`config.mk`:
```
export PLATFORM = sky130hd
export DESIGN_NAME = apb_soc_ctrl_mc
export DESIGN_NICKNAME = d
export VERILOG_FILES = /design/src/rtl/apb_soc_ctrl_mc.sv
export SDC_FILE = /design/constraint.sdc
export NUM_CORES = 2
export LEC_CHECK = 0
export ABC_CLOCK_PERIOD_IN_PS = 6670
export BUFFER_PORTS_ARGS = -buffer_cell sky130_fd_sc_hd__buf_4
export CORE_AREA = 2 2 300 302
export CTS_CLUSTER_SIZE = 25
export DETAILED_ROUTE_END_ITERATION = 12
export DIE_AREA = 0 0 302 304
export RECOVER_POWER = 100
export SETUP_SLACK_MARGIN = 0.4
export SLEW_MARGIN = 25
export SYNTH_ARGS = -nofsm -noshare
export SYNTH_HDL_FRONTEND = slang
export SYNTH_SLANG_ARGS = --single-unit
```
`constraint.sdc`:
```
create_clock -name HCLK -period 6.67 [get_ports HCLK]
set_clock_uncertainty 0.05 [all_clocks]
set_input_delay 0.3335 -clock HCLK [delete_from_list [all_inputs] [get_ports HCLK]]
set_output_delay 0.3335 -clock HCLK [all_outputs]
set_load 0.01 [all_outputs]
```
`src/rtl/apb_soc_ctrl_mc.sv`:
```
// APB SoC control block: FC boot configuration, lockable pad mux/config registers,
// per-cluster boot addresses and per-cluster power sequencing with a done interrupt.
module apb_soc_ctrl_mc #(
  parameter int unsigned APB_ADDR_WIDTH = 12,
  parameter int unsigned NB_PADS        = 64,
  parameter int unsigned NB_CLUSTERS    = 2,
  parameter int unsigned NB_CORES       = 8,
  parameter logic [31:0] BOOT_ADDR_RST  = 32'h1A00_0080,
  parameter int unsigned PWR_DLY        = 16
) (
  input  logic                      HCLK,
  input  logic                      HRESET,
  input  logic [APB_ADDR_WIDTH-1:0] PADDR,
  input  logic [31:0]               PWDATA,
  input  logic                      PWRITE,
  input  logic                      PSEL,
  input  logic                      PENABLE,
  output logic [31:0]               PRDATA,
  output logic                      PREADY,
  output logic                      PSLVERR,
  output logic [31:0]               fc_bootaddr_o,
  output logic                      fc_fetchen_o,
  output logic [2*NB_PADS-1:0]      pad_mux_o,
  output logic [6*NB_PADS-1:0]      pad_cfg_o,
  output logic [NB_CLUSTERS-1:0]    cluster_pow_o,
  output logic [NB_CLUSTERS-1:0]    cluster_rstn_o,
  output logic [NB_CLUSTERS-1:0]    cluster_fetch_enable_o,
  output logic [64*NB_CLUSTERS-1:0] cluster_boot_addr_o,
  output logic                      cluster_irq_o
);

  localparam int unsigned NB_MUX_REGS = (NB_PADS + 15) / 16;
  localparam int unsigned NB_CFG_REGS = (NB_PADS + 3) / 4;
  localparam logic [9:0]  W_INFO      = 10'd0;
  localparam logic [9:0]  W_BOOT      = 10'd1;
  localparam logic [9:0]  W_FETCH     = 10'd2;
  localparam logic [9:0]  W_LOCK      = 10'd3;
  localparam logic [9:0]  W_MUX_BASE  = 10'd4;
  localparam logic [9:0]  W_MUX_END   = 10'(4 + NB_MUX_REGS);
  localparam logic [9:0]  W_CFG_BASE  = 10'd64;
  localparam logic [9:0]  W_CFG_END   = 10'(64 + NB_CFG_REGS);
  localparam logic [9:0]  W_CL_BASE   = 10'd128;
  localparam logic [9:0]  W_CL_END    = 10'(128 + 4 * NB_CLUSTERS);
  localparam logic [7:0]  DLY_LOAD    = 8'(PWR_DLY - 1);

  typedef enum logic [2:0] {
    ST_OFF    = 3'd0,
    ST_PWR_UP = 3'd1,
    ST_RUN    = 3'd2,
    ST_STOP   = 3'd3,
    ST_PWR_DN = 3'd4
  } cl_state_e;

  logic [9:0]             widx_s;
  logic [2:0]             cl_idx_s;
  logic [1:0]             cl_reg_s;
  logic                   is_mux_s, is_cfg_s, is_cl_s;
  logic                   hit_s, ro_s, lockable_s, access_s, err_s, wr_s;
  logic [31:0]            rdata_s;
  logic                   lock_r, fetchen_r, irq_r;
  logic [31:0]            bootaddr_r;
  logic [2*NB_PADS-1:0]   pad_mux_r;
  logic [6*NB_PADS-1:0]   pad_cfg_r;
  logic [NB_CLUSTERS-1:0] req_r, done_r, done_nxt_s, set_done_s, clr_done_s;
  logic [NB_CLUSTERS-1:0] pow_nxt_s, rstn_nxt_s, fetch_nxt_s, pow_r, rstn_r, fetch_r;
  cl_state_e              state_r     [NB_CLUSTERS];
  cl_state_e              state_nxt_s [NB_CLUSTERS];
  logic [7:0]             cnt_r       [NB_CLUSTERS];
  logic [7:0]             cnt_nxt_s   [NB_CLUSTERS];
  logic [31:0]            boot_lo_r   [NB_CLUSTERS];
  logic [31:0]            boot_hi_r   [NB_CLUSTERS];
  logic                   sel_req_s, sel_done_s;
  logic [2:0]             sel_state_s;
  logic [31:0]            sel_lo_s, sel_hi_s;

  // The cluster window starts on a 32-word boundary, so the word index bits split directly.
  assign widx_s   = PADDR[11:2];
  assign cl_idx_s = widx_s[4:2];
  assign cl_reg_s = widx_s[1:0];
  assign is_mux_s = (widx_s >= W_MUX_BASE) && (widx_s < W_MUX_END);
  assign is_cfg_s = (widx_s >= W_CFG_BASE) && (widx_s < W_CFG_END);
  assign is_cl_s  = (widx_s >= W_CL_BASE) && (widx_s < W_CL_END);

  // Select the addressed cluster's fields for readback
  always_comb begin
    sel_req_s   = 1'b0;
    sel_done_s  = 1'b0;
    sel_state_s = 3'd0;
    sel_lo_s    = 32'h0;
    sel_hi_s    = 32'h0;
    for (int c = 0; c < NB_CLUSTERS; c++) begin
      sel_req_s   |= (cl_idx_s == 3'(c)) & req_r[c];
      sel_done_s  |= (cl_idx_s == 3'(c)) & done_r[c];
      sel_state_s |= (cl_idx_s == 3'(c)) ? state_r[c] : 3'd0;
      sel_lo_s    |= (cl_idx_s == 3'(c)) ? boot_lo_r[c] : 32'h0;
      sel_hi_s    |= (cl_idx_s == 3'(c)) ? boot_hi_r[c] : 32'h0;
    end
  end

  // Address decode and read data mux
  always_comb begin
    hit_s      = 1'b0;
    ro_s       = 1'b0;
    lockable_s = 1'b0;
    rdata_s    = 32'h0;
    if (widx_s == W_INFO) begin
      hit_s   = 1'b1;
      ro_s    = 1'b1;
      rdata_s = {16'(NB_CORES), 16'(NB_CLUSTERS)};
    end else if (widx_s == W_BOOT) begin
      hit_s      = 1'b1;
      lockable_s = 1'b1;
      rdata_s    = bootaddr_r;
    end else if (widx_s == W_FETCH) begin
      hit_s   = 1'b1;
      rdata_s = {31'h0, fetchen_r};
    end else if (widx_s == W_LOCK) begin
      hit_s   = 1'b1;
      rdata_s = {31'h0, lock_r};
    end else if (is_mux_s) begin
      hit_s      = 1'b1;
      lockable_s = 1'b1;
      for (int p = 0; p < NB_PADS; p++) begin
        rdata_s[2*(p%16) +: 2] |= (widx_s == W_MUX_BASE + 10'(p/16)) ? pad_mux_r[2*p +: 2] : 2'b00;
      end
    end else if (is_cfg_s) begin
      hit_s      = 1'b1;
      lockable_s = 1'b1;
      for (int p = 0; p < NB_PADS; p++) begin
        rdata_s[8*(p%4) +: 6] |= (widx_s == W_CFG_BASE + 10'(p/4)) ? pad_cfg_r[6*p +: 6] : 6'h00;
      end
    end else if (is_cl_s) begin
      hit_s = 1'b1;
      case (cl_reg_s)
        2'd0:    rdata_s = {31'h0, sel_req_s};
        2'd1:    rdata_s = {23'h0, sel_done_s, 5'h0, sel_state_s};
        2'd2:    rdata_s = sel_lo_s;
        2'd3:    rdata_s = sel_hi_s;
        default: rdata_s = 32'h0;
      endcase
    end else begin
      hit_s = 1'b0;
    end
  end

  assign access_s = PSEL & PENABLE;
  assign err_s    = access_s & (~hit_s | (PWRITE & ro_s) | (PWRITE & lockable_s & lock_r));
  assign wr_s     = access_s & PWRITE & ~err_s;
  assign PSLVERR  = err_s;
  assign PRDATA   = err_s ? 32'h0 : rdata_s;
  assign PREADY   = 1'b1;

  // FC boot configuration, lock and pad registers
  always_ff @(posedge HCLK) begin
    if (HRESET) begin
      lock_r     <= 1'b0;
      fetchen_r  <= 1'b1;
      bootaddr_r <= BOOT_ADDR_RST;
      pad_mux_r  <= {(2*NB_PADS){1'b0}};
      pad_cfg_r  <= {NB_PADS{6'h3F}};
    end else if (wr_s) begin
      if (widx_s == W_BOOT) bootaddr_r <= PWDATA;
      if (widx_s == W_FETCH) fetchen_r <= PWDATA[0];
      if ((widx_s == W_LOCK) && PWDATA[0]) lock_r <= 1'b1;
      for (int p = 0; p < NB_PADS; p++) begin
        if (widx_s == W_MUX_BASE + 10'(p/16)) pad_mux_r[2*p +: 2] <= PWDATA[2*(p%16) +: 2];
        if (widx_s == W_CFG_BASE + 10'(p/4)) pad_cfg_r[6*p +: 6] <= PWDATA[8*(p%4) +: 6];
      end
    end
  end

  // W1C requests on STATUS; a same-cycle sequence completion wins over the clear
  always_comb begin
    clr_done_s = {NB_CLUSTERS{1'b0}};
    for (int c = 0; c < NB_CLUSTERS; c++) begin
      clr_done_s[c] = wr_s & is_cl_s & (cl_idx_s == 3'(c)) & (cl_reg_s == 2'd1) & PWDATA[8];
    end
    done_nxt_s = set_done_s | (done_r & ~clr_done_s);
  end

  // Cluster request, boot address, done flag and interrupt registers
  always_ff @(posedge HCLK) begin
    if (HRESET) begin
      req_r  <= {NB_CLUSTERS{1'b0}};
      done_r <= {NB_CLUSTERS{1'b0}};
      irq_r  <= 1'b0;
      for (int c = 0; c < NB_CLUSTERS; c++) begin
        boot_lo_r[c] <= 32'h0;
        boot_hi_r[c] <= 32'h0;
      end
    end else begin
      done_r <= done_nxt_s;
      irq_r  <= |done_nxt_s;
      for (int c = 0; c < NB_CLUSTERS; c++) begin
        if (wr_s && is_cl_s && (cl_idx_s == 3'(c))) begin
          case (cl_reg_s)
            2'd0:    req_r[c]     <= PWDATA[0];
            2'd2:    boot_lo_r[c] <= PWDATA;
            2'd3:    boot_hi_r[c] <= PWDATA;
            default: begin end
          endcase
        end
      end
    end
  end

  // Cluster FSM state and delay counter registers
  always_ff @(posedge HCLK) begin
    for (int c = 0; c < NB_CLUSTERS; c++) begin
      if (HRESET) begin
        state_r[c] <= ST_OFF;
        cnt_r[c]   <= 8'h00;
      end else begin
        state_r[c] <= state_nxt_s[c];
        cnt_r[c]   <= cnt_nxt_s[c];
      end
    end
  end

  // Cluster FSM next state; req is only looked at in OFF and RUN
  always_comb begin
    set_done_s = {NB_CLUSTERS{1'b0}};
    for (int c = 0; c < NB_CLUSTERS; c++) begin
      state_nxt_s[c] = state_r[c];
      cnt_nxt_s[c]   = cnt_r[c];
      case (state_r[c])
        ST_OFF: begin
          if (req_r[c]) begin
            state_nxt_s[c] = ST_PWR_UP;
            cnt_nxt_s[c]   = DLY_LOAD;
          end else begin
            state_nxt_s[c] = ST_OFF;
          end
        end
        ST_PWR_UP: begin
          if (cnt_r[c] == 8'h00) begin
            state_nxt_s[c] = ST_RUN;
            set_done_s[c]  = 1'b1;
          end else begin
            cnt_nxt_s[c] = cnt_r[c] - 8'h01;
          end
        end
        ST_RUN: begin
          if (!req_r[c]) begin
            state_nxt_s[c] = ST_STOP;
          end else begin
            state_nxt_s[c] = ST_RUN;
          end
        end
        ST_STOP: begin
          state_nxt_s[c] = ST_PWR_DN;
          cnt_nxt_s[c]   = DLY_LOAD;
        end
        ST_PWR_DN: begin
          if (cnt_r[c] == 8'h00) begin
            state_nxt_s[c] = ST_OFF;
            set_done_s[c]  = 1'b1;
          end else begin
            cnt_nxt_s[c] = cnt_r[c] - 8'h01;
          end
        end
        default: begin
          state_nxt_s[c] = ST_OFF;
          cnt_nxt_s[c]   = 8'h00;
        end
      endcase
    end
  end

  // Cluster output levels derived from the upcoming state
  always_comb begin
    pow_nxt_s   = {NB_CLUSTERS{1'b0}};
    rstn_nxt_s  = {NB_CLUSTERS{1'b0}};
    fetch_nxt_s = {NB_CLUSTERS{1'b0}};
    for (int c = 0; c < NB_CLUSTERS; c++) begin
      case (state_nxt_s[c])
        ST_PWR_UP: pow_nxt_s[c] = 1'b1;
        ST_RUN: begin
          pow_nxt_s[c]   = 1'b1;
          rstn_nxt_s[c]  = 1'b1;
          fetch_nxt_s[c] = 1'b1;
        end
        ST_STOP:   pow_nxt_s[c] = 1'b1;
        default:   pow_nxt_s[c] = 1'b0;
      endcase
    end
  end

  // Cluster output registers
  always_ff @(posedge HCLK) begin
    if (HRESET) begin
      pow_r   <= {NB_CLUSTERS{1'b0}};
      rstn_r  <= {NB_CLUSTERS{1'b0}};
      fetch_r <= {NB_CLUSTERS{1'b0}};
    end else begin
      pow_r   <= pow_nxt_s;
      rstn_r  <= rstn_nxt_s;
      fetch_r <= fetch_nxt_s;
    end
  end

  assign fc_bootaddr_o          = bootaddr_r;
  assign fc_fetchen_o           = fetchen_r;
  assign pad_mux_o              = pad_mux_r;
  assign pad_cfg_o              = pad_cfg_r;
  assign cluster_pow_o          = pow_r;
  assign cluster_rstn_o         = rstn_r;
  assign cluster_fetch_enable_o = fetch_r;
  assign cluster_irq_o          = irq_r;

  for (genvar c = 0; c < NB_CLUSTERS; c++) begin : g_boot
    assign cluster_boot_addr_o[64*c +: 64] = {boot_hi_r[c], boot_lo_r[c]};
  end

endmodule
```
# [Word level (Yosys, flattened, before mapping)]
# Memory sizes are Yosys's and may differ from the RTL's.
# Cells that the tools add are included.
[word_totals] register_bits=555 ramBits=150 output_inout_bits=714 word_cells=485 memories=4
[mem_list] memory="boot_hi_r" words=2 word_bits=32 read_ports=2 rd_ports_with_merged_regs=0 write_ports=2 line_no="71" source="logic [31:0] boot_hi_r [NB_CLUSTERS];"
[mem_list] memory="boot_lo_r" words=2 word_bits=32 read_ports=2 rd_ports_with_merged_regs=0 write_ports=2 line_no="70" source="logic [31:0] boot_lo_r [NB_CLUSTERS];"
[mem_list] memory="cnt_r" words=2 word_bits=8 read_ports=2 rd_ports_with_merged_regs=0 write_ports=2 line_no="68" source="logic [7:0] cnt_r [NB_CLUSTERS];"
[mem_list] memory="state_r" words=2 word_bits=3 read_ports=2 rd_ports_with_merged_regs=0 write_ports=2 line_no="66" source="cl_state_e state_r [NB_CLUSTERS];"
[op_classes] add_sub_neg=2 magnitude_cmp=6 eq_ne=41 muxes=213 bitwise=146 reduce_logical=44
[op_table] op="$mux W32" n=15
[op_table] op="$mux W6" n=68
[op_table] op="$or A6 B6 Y6" n=60
[op_table] op="$eq A10 B7 Y1 const B" n=16
[op_table] op="$mux W2" n=68
[op_table] op="$pmux W32 S4" n=1
[op_table] op="$or A2 B2 Y2" n=49
[op_table] op="$or A32 B32 Y32" n=2
[op_table] op="$pmux W8 S4" n=2
[op_table] op="$reduce_and A2 Y1" n=25
[op_table] op="$mux W8" n=6
[op_table] op="$mux W1" n=43
[op_table] op="$eq A10 B3 Y1 const B" n=4
[op_table] op="$pmux W3 S5" n=2
[op_table] op="$eq A3 B2 Y1 const B" n=8
[op_table] op="$mux W3" n=8
[op_table] op="$eq A10 B2 Y1 const B" n=2
[op_table] op="$and A1 B1 Y1" n=18
[op_table] op="$logic_not A8 Y1" n=2
[op_table] op="$sub A8 B1 Y8 const B" n=2
[op_table] op="$eq A3 B1 Y1 const B" n=5
[op_table] op="$or A1 B1 Y1" n=12
[op_table] op="$eq A10 B1 Y1 const B" n=1
[op_table] op="$ge A10 B3 Y1 const B" n=1
[op_table] op="18 further kinds" n=32

# [Longest topological paths before layout]
[logic_depth] depth_word=24 depth_mapped=11 ltp_nobuf=8

# [Least setup slack after synthesis]
# Ideal clock, no wire load.
[synth_timing] path_type="input -> register" start="in PADDR[4]" end="mem boot_hi_r[1][0], in the netlist boot_hi_r[0][32] (enable)" arrival_time_ps=3321 required_time_ps=6192 slack_ps=2871 path_stages=6 path_cell_list="clkbuf_1 -> clkbuf_1 -> buf_2 -> buf_1 -> nand3_1 -> o21bai_1"
[synth_rtl] element="from (decl)" line_no="13" source="input logic [APB_ADDR_WIDTH-1:0] PADDR,"
[synth_rtl] element="to (decl)" line_no="71"

# [Worst setup path in the final report]
[layout_timing] start="in PADDR[11]" end="out PRDATA[21]"
[layout_via] elab_chain_len=24 elab_cells_between_ends=100 cone_classes="order compare (6); eq/ne (23); mux (42); bitwise (25); reduce/logical (4)"
[layout_rtl] element="$eq A10 B7 Y1" line_no="130" source="rdata_s[8*(p%4) +: 6] |= (widx_s == W_CFG_BASE + 10'(p/4)) ? pad_cfg_r[6*p +: 6] : 6'h00;"
[layout_rtl] element="$mux W6" line_no="130"
[layout_rtl] element="$or A6 B6 Y6 (15 in series)" line_no="130"
[layout_rtl] element="$mux W6" line_no="126" source="end else if (is_cfg_s) begin"
[layout_rtl] element="$mux W32" line_no="120" source="end else if (is_mux_s) begin"
[layout_rtl] element="$mux W32" line_no="117" source="end else if (widx_s == W_LOCK) begin"
[layout_rtl] element="$mux W32" line_no="114" source="end else if (widx_s == W_FETCH) begin"
[layout_rtl] element="$mux W32" line_no="110" source="end else if (widx_s == W_BOOT) begin"
[layout_rtl] element="$mux W32" line_no="106" source="if (widx_s == W_INFO) begin"
[layout_rtl] element="$mux W32 (*)" line_no="150" source="assign PRDATA = err_s ? 32'h0 : rdata_s;"
[layout_rtl] element="to (decl)" line_no="18" source="output logic [31:0] PRDATA,"
# Every way passes the cells marked *; elsewhere a longest branch is shown, timed or not.

==> run_summary.xml <==
<?xml version="1.0" encoding="UTF-8"?>
<metrics>
  <group name="synth">
    <metric name="synth_largest_area_cell" unit="">sky130_fd_sc_hd__dfxtp_1</metric>
    <metric name="netlist_top_cells_area" unit="">sky130_fd_sc_hd__dfxtp_1 38%, sky130_fd_sc_hd__edfxtp_1 13%, sky130_fd_sc_hd__a21oi_1 9.9%</metric>
    <metric name="ys_dominant_reg_cell" unit="">sky130_fd_sc_hd__dfxtp_1</metric>
    <metric name="mappedNetlistArea" unit="sq um">30200</metric>
    <metric name="synth_cell_type_count" unit="">80</metric>
    <metric name="synth-edff-count" unit="">128</metric>
    <metric name="netlist_instances" unit="">3253</metric>
    <metric name="yosysWarnings" unit="">0</metric>
    <metric name="netlist.area_leader.share" unit="%">38.25</metric>
    <metric name="synth.avg_cell_area" unit="sq um">9.283</metric>
    <metric name="synth_seq_area_share" unit="%">50.98</metric>
    <metric name="async_flop_share" unit="%">0</metric>
    <metric name="synthesis.nets" unit="">3306</metric>
    <metric name="synth.ff_latch_count" unit="">705</metric>
  </group>
  <group name="route">
    <metric name="first_iter_violations" unit="">3366</metric>
    <metric name="ant_nets" unit="">0</metric>
    <metric name="drt_first_pass_iters" unit="">9</metric>
    <metric name="via_count" unit="">30610</metric>
    <metric name="wl_per_cell" unit="um">30.89</metric>
    <metric name="remaining_drc_errors" unit="">0</metric>
    <metric name="routed_wl" unit="mm">159.1</metric>
    <metric name="detail_route.vias_per_cell" unit="">5.945</metric>
  </group>
  <group name="worst_setup_path">
    <metric name="ordered_list_of_cells_on_the_worst_path" unit="">clkbuf_1 &gt; nor3_1 &gt; and3_1 &gt; clkbuf_1 &gt; a211o_1 &gt; o21bai_4 &gt; buf_4 &gt; nor2_1 &gt; clkbuf_1 &gt; a32o_1 &gt; buf_4</metric>
    <metric name="r2r_start" unit="">lock_r</metric>
    <metric name="worst-endpoint-required" unit="ps">6290</metric>
    <metric name="worst-r2r-cell-count" unit="">5</metric>
    <metric name="critPathCaptureType" unit="">output pin</metric>
    <metric name="critPathArrivalTime" unit="ps">5120</metric>
    <metric name="path_max_fanout" unit="">23</metric>
    <metric name="timing.reg2reg.setup_slack" unit="ps">2940</metric>
    <metric name="worstSetupPathType" unit="">in2out</metric>
    <metric name="cp_slowest_stage_delay" unit="ps">1210</metric>
    <metric name="cp_common_cell" unit="">sky130_fd_sc_hd__clkbuf_1</metric>
    <metric name="crit_path_top_delay_cell" unit="">sky130_fd_sc_hd__clkbuf_1</metric>
    <metric name="critPathLaunch" unit="">PADDR[11]</metric>
    <metric name="crit_path_start_kind" unit="">input port</metric>
  </group>
  <group name="timing">
    <metric name="fin_worst_hold_slack" unit="ps">117.1</metric>
    <metric name="slew-limit-headroom" unit="%">-150.2</metric>
    <metric name="fin_ws" unit="ps">1169</metric>
    <metric name="setup-tns-final" unit="ps">0</metric>
    <metric name="final.period_utilization" unit="%">82.48</metric>
    <metric name="timing_worst_slew_pin_value" unit="ps">3754</metric>
    <metric name="unrepaired_setup_endpoints_after_global_routing" unit="">false</metric>
    <metric name="max_clock_freq" unit="MHz">181.8</metric>
    <metric name="final_max_slew_viol_count" unit="">822</metric>
    <metric name="setup_viol" unit="">0</metric>
    <metric name="final_period_minus_worst_setup_slack" unit="ps">5501</metric>
    <metric name="timing.final.hold_violations" unit="">0</metric>
  </group>
  <group name="floorplan">
    <metric name="die_area" unit="sq um">91810</metric>
    <metric name="fp.dieH" unit="um">304</metric>
    <metric name="placement_rows" unit="">110</metric>
    <metric name="fp.coreArea" unit="sq um">89050</metric>
    <metric name="die_wd" unit="um">302</metric>
    <metric name="design.portCount" unit="">763</metric>
    <metric name="initial_core_utilization" unit="%">33.91</metric>
  </group>
  <group name="layout">
    <metric name="final_net_count" unit="">3953</metric>
    <metric name="postLayoutCellArea" unit="sq um">37460</metric>
    <metric name="final_layout_size_suffix_gt1_share" unit="%">9.874</metric>
    <metric name="finish.utilization" unit="%">42.06</metric>
    <metric name="area_delta_synth_final" unit="%">24.03</metric>
    <metric name="finish.cell_count_without_fillers" unit="">5149</metric>
  </group>
  <group name="run">
    <metric name="max_cap_violations" unit="">26</metric>
  </group>
  <group name="place">
    <metric name="numPortBuffers" unit="">759</metric>
    <metric name="place.detailed.instances" unit="">4958</metric>
    <metric name="place_congestion" unit="">0.9205</metric>
    <metric name="placed_area" unit="sq um">37120</metric>
    <metric name="place.detailed.hpwl" unit="mm">111.0</metric>
    <metric name="place_worst_setup_slack" unit="ps">2246</metric>
  </group>
  <group name="status">
    <metric name="failed_checks" unit="">capacitance limit, slew limit</metric>
    <metric name="outcome" unit="">finished, violations left</metric>
  </group>
  <group name="grt">
    <metric name="first_global_vias" unit="">27870</metric>
    <metric name="pin_count_of_the_biggest_net_entering_global_routing" unit="">164</metric>
    <metric name="groute.usage.overall" unit="%">33.26</metric>
    <metric name="global_route.overflow_total" unit="">0</metric>
    <metric name="number_of_antenna_violations_at_the_first_check_in_global_routing" unit="">3</metric>
    <metric name="grt_pass1_wl" unit="mm">218.8</metric>
  </group>
  <group name="cts">
    <metric name="cts_max_path_buffers" unit="">3</metric>
    <metric name="clock_latency" unit="ps">640</metric>
    <metric name="htree_levels" unit="">3</metric>
    <metric name="cts_hold_buf" unit="">32</metric>
    <metric name="clock-sinks" unit="">705</metric>
    <metric name="cts.repair.resized" unit="">0</metric>
    <metric name="clkTransAtPathRegs" unit="ps">70</metric>
    <metric name="cts_tree" unit="">built</metric>
    <metric name="clk_root_buffer_cell" unit="">sky130_fd_sc_hd__clkbuf_16</metric>
    <metric name="num_cts_buffers" unit="">82</metric>
    <metric name="cts.repair_timing.setup_buffer_count" unit="">0</metric>
  </group>
  <group name="power">
    <metric name="total_power_divided_by_cell_area" unit="nW/um^2">263.7</metric>
    <metric name="vdd_drop_max" unit="uV">198.7</metric>
    <metric name="leak_pwr" unit="nW">12.16</metric>
    <metric name="totalPowerFinal" unit="mW">9.877</metric>
  </group>
  <group name="worst_hold_path">
    <metric name="worst_hold_path.num_cells" unit="">2</metric>
    <metric name="hold_class" unit="">in2reg</metric>
    <metric name="hold_path.startpoint" unit="">HRESET</metric>
  </group>
</metrics>
==> placed cells by master, fill, tap and decap left out, drive strengths merged, types with 7 or more instances in the layout <==
master / instances
a211oi: 14
a21oi: 597
a221oi: 21
a22o: 16
a22oi: 59
a311oi: 10
a31oi: 26
a32o: 11
a32oi: 14
and2: 67
buf: 122
clkbuf: 854
clkinv: 22
dfxtp: 577
dlygate4sd3: 32
edfxtp: 128
inv: 18
mux2: 13
mux2i: 96
mux4: 59
nand2: 397
nand2b: 7
nand3: 54
nand4: 11
nor2: 98
nor3: 415
nor4: 9
o211ai: 13
o21ai: 30
o22ai: 30
o2bb2ai: 10
or3: 7
==> final cells by class <==
| type | instances | area, sq um |
|---|---|---|
| timing repair buffer | 888 | 4021 |
| tap | 1176 | 1471 |
| multi-input combinational | 2209 | 13610 |
| antenna | 3 | 7.507 |
| clock inverter | 34 | 434.2 |
| sequential | 705 | 15390 |
| fill | 9314 | 51590 |
| clock buffer | 120 | 2469 |
| inverter | 14 | 52.55 |
==> critical path: cells and delay by family <==
family | cells | cell delay [ps]
buf+inv | 5 | 2320
simple gates | 3 | 1740
compound gates | 3 | 680
==> flip-flops by register name, indices dropped and copies added (netlist names) <==
signal                  count
boot_hi_r                  64
boot_lo_r                  64
cluster_fetch_enable_o      2
cluster_irq_o               1
cluster_pow_o               2
cnt_r                      16
done_r                      2
fc_bootaddr_o              32
fc_fetchen_o                1
lock_r                      1
pad_cfg_o                 384
pad_mux_o                 128
req_r                       2
state_r                     6
==> cell usage after synthesis (6+ instances only) <==
library cell and count:
sky130_fd_sc_hd__buf_6 12, sky130_fd_sc_hd__nand3_1 54, sky130_fd_sc_hd__mux4_2 59, sky130_fd_sc_hd__nor4_1 8, sky130_fd_sc_hd__or3_1 7, sky130_fd_sc_hd__buf_1 19
sky130_fd_sc_hd__a222oi_1 6, sky130_fd_sc_hd__mux2i_1 96, sky130_fd_sc_hd__nand2b_1 7, sky130_fd_sc_hd__buf_2 104, sky130_fd_sc_hd__edfxtp_1 128, sky130_fd_sc_hd__o2bb2ai_1 10
sky130_fd_sc_hd__a221oi_1 21, sky130_fd_sc_hd__inv_1 13, sky130_fd_sc_hd__a32o_1 11, sky130_fd_sc_hd__a21oi_1 597, sky130_fd_sc_hd__o21ai_0 30, sky130_fd_sc_hd__mux2_2 13
sky130_fd_sc_hd__nor2_1 98, sky130_fd_sc_hd__nor3_1 413, sky130_fd_sc_hd__nand2_1 397, sky130_fd_sc_hd__buf_4 14, sky130_fd_sc_hd__o22ai_1 30, sky130_fd_sc_hd__or2_2 6
sky130_fd_sc_hd__a21o_1 6, sky130_fd_sc_hd__o211ai_1 13, sky130_fd_sc_hd__a32oi_1 14, sky130_fd_sc_hd__a31oi_1 26, sky130_fd_sc_hd__clkbuf_1 176, sky130_fd_sc_hd__nand4_1 11
sky130_fd_sc_hd__a22o_1 16, sky130_fd_sc_hd__a22oi_1 59, sky130_fd_sc_hd__dfxtp_1 577, sky130_fd_sc_hd__a211oi_1 13, sky130_fd_sc_hd__and2_1 67, sky130_fd_sc_hd__xor2_1 6
==> routing by layer <==
layer	routed length (um)	global-route usage [%]
met5	23	0
met4	10230	18.06
met3	14820	6.511
met2	71330	51.33
met1	62650	43.69
==> where the power goes <==
| group | internal (mW) | switching, mW |
|---|---|---|
| clock network | 2.83 | 1.98 |
| registers | 4.38 | 0.0366 |
| logic | 0.170 | 0.477 |
| total | 7.39 | 2.49 |
==> cells by family after synthesis <==
| group | Yosys count | synth area share (%) |
|---|---|---|
| AND/OR/NAND/NOR | 1107 | 17.17 |
| XOR/XNOR | 10 | 0.2900 |
| buffers and inverters | 339 | 5.117 |
| other | 1 | 0.01242 |
| AO/OA/AOI/OAI | 919 | 18.20 |
| flip-flops | 705 | 50.98 |
| multiplexers | 168 | 8.067 |
| adder cells (fa/ha/maj) | 4 | 0.1657 |
==> worst paths after layout <==
kind,end
hold reg to reg,pad_mux_o[106]
setup / recovery,PRDATA[21]
hold / removal,state_r[0][2]
setup reg to reg,pad_cfg_o[106]
No activity file was read; power rests on OpenSTA's default activity.
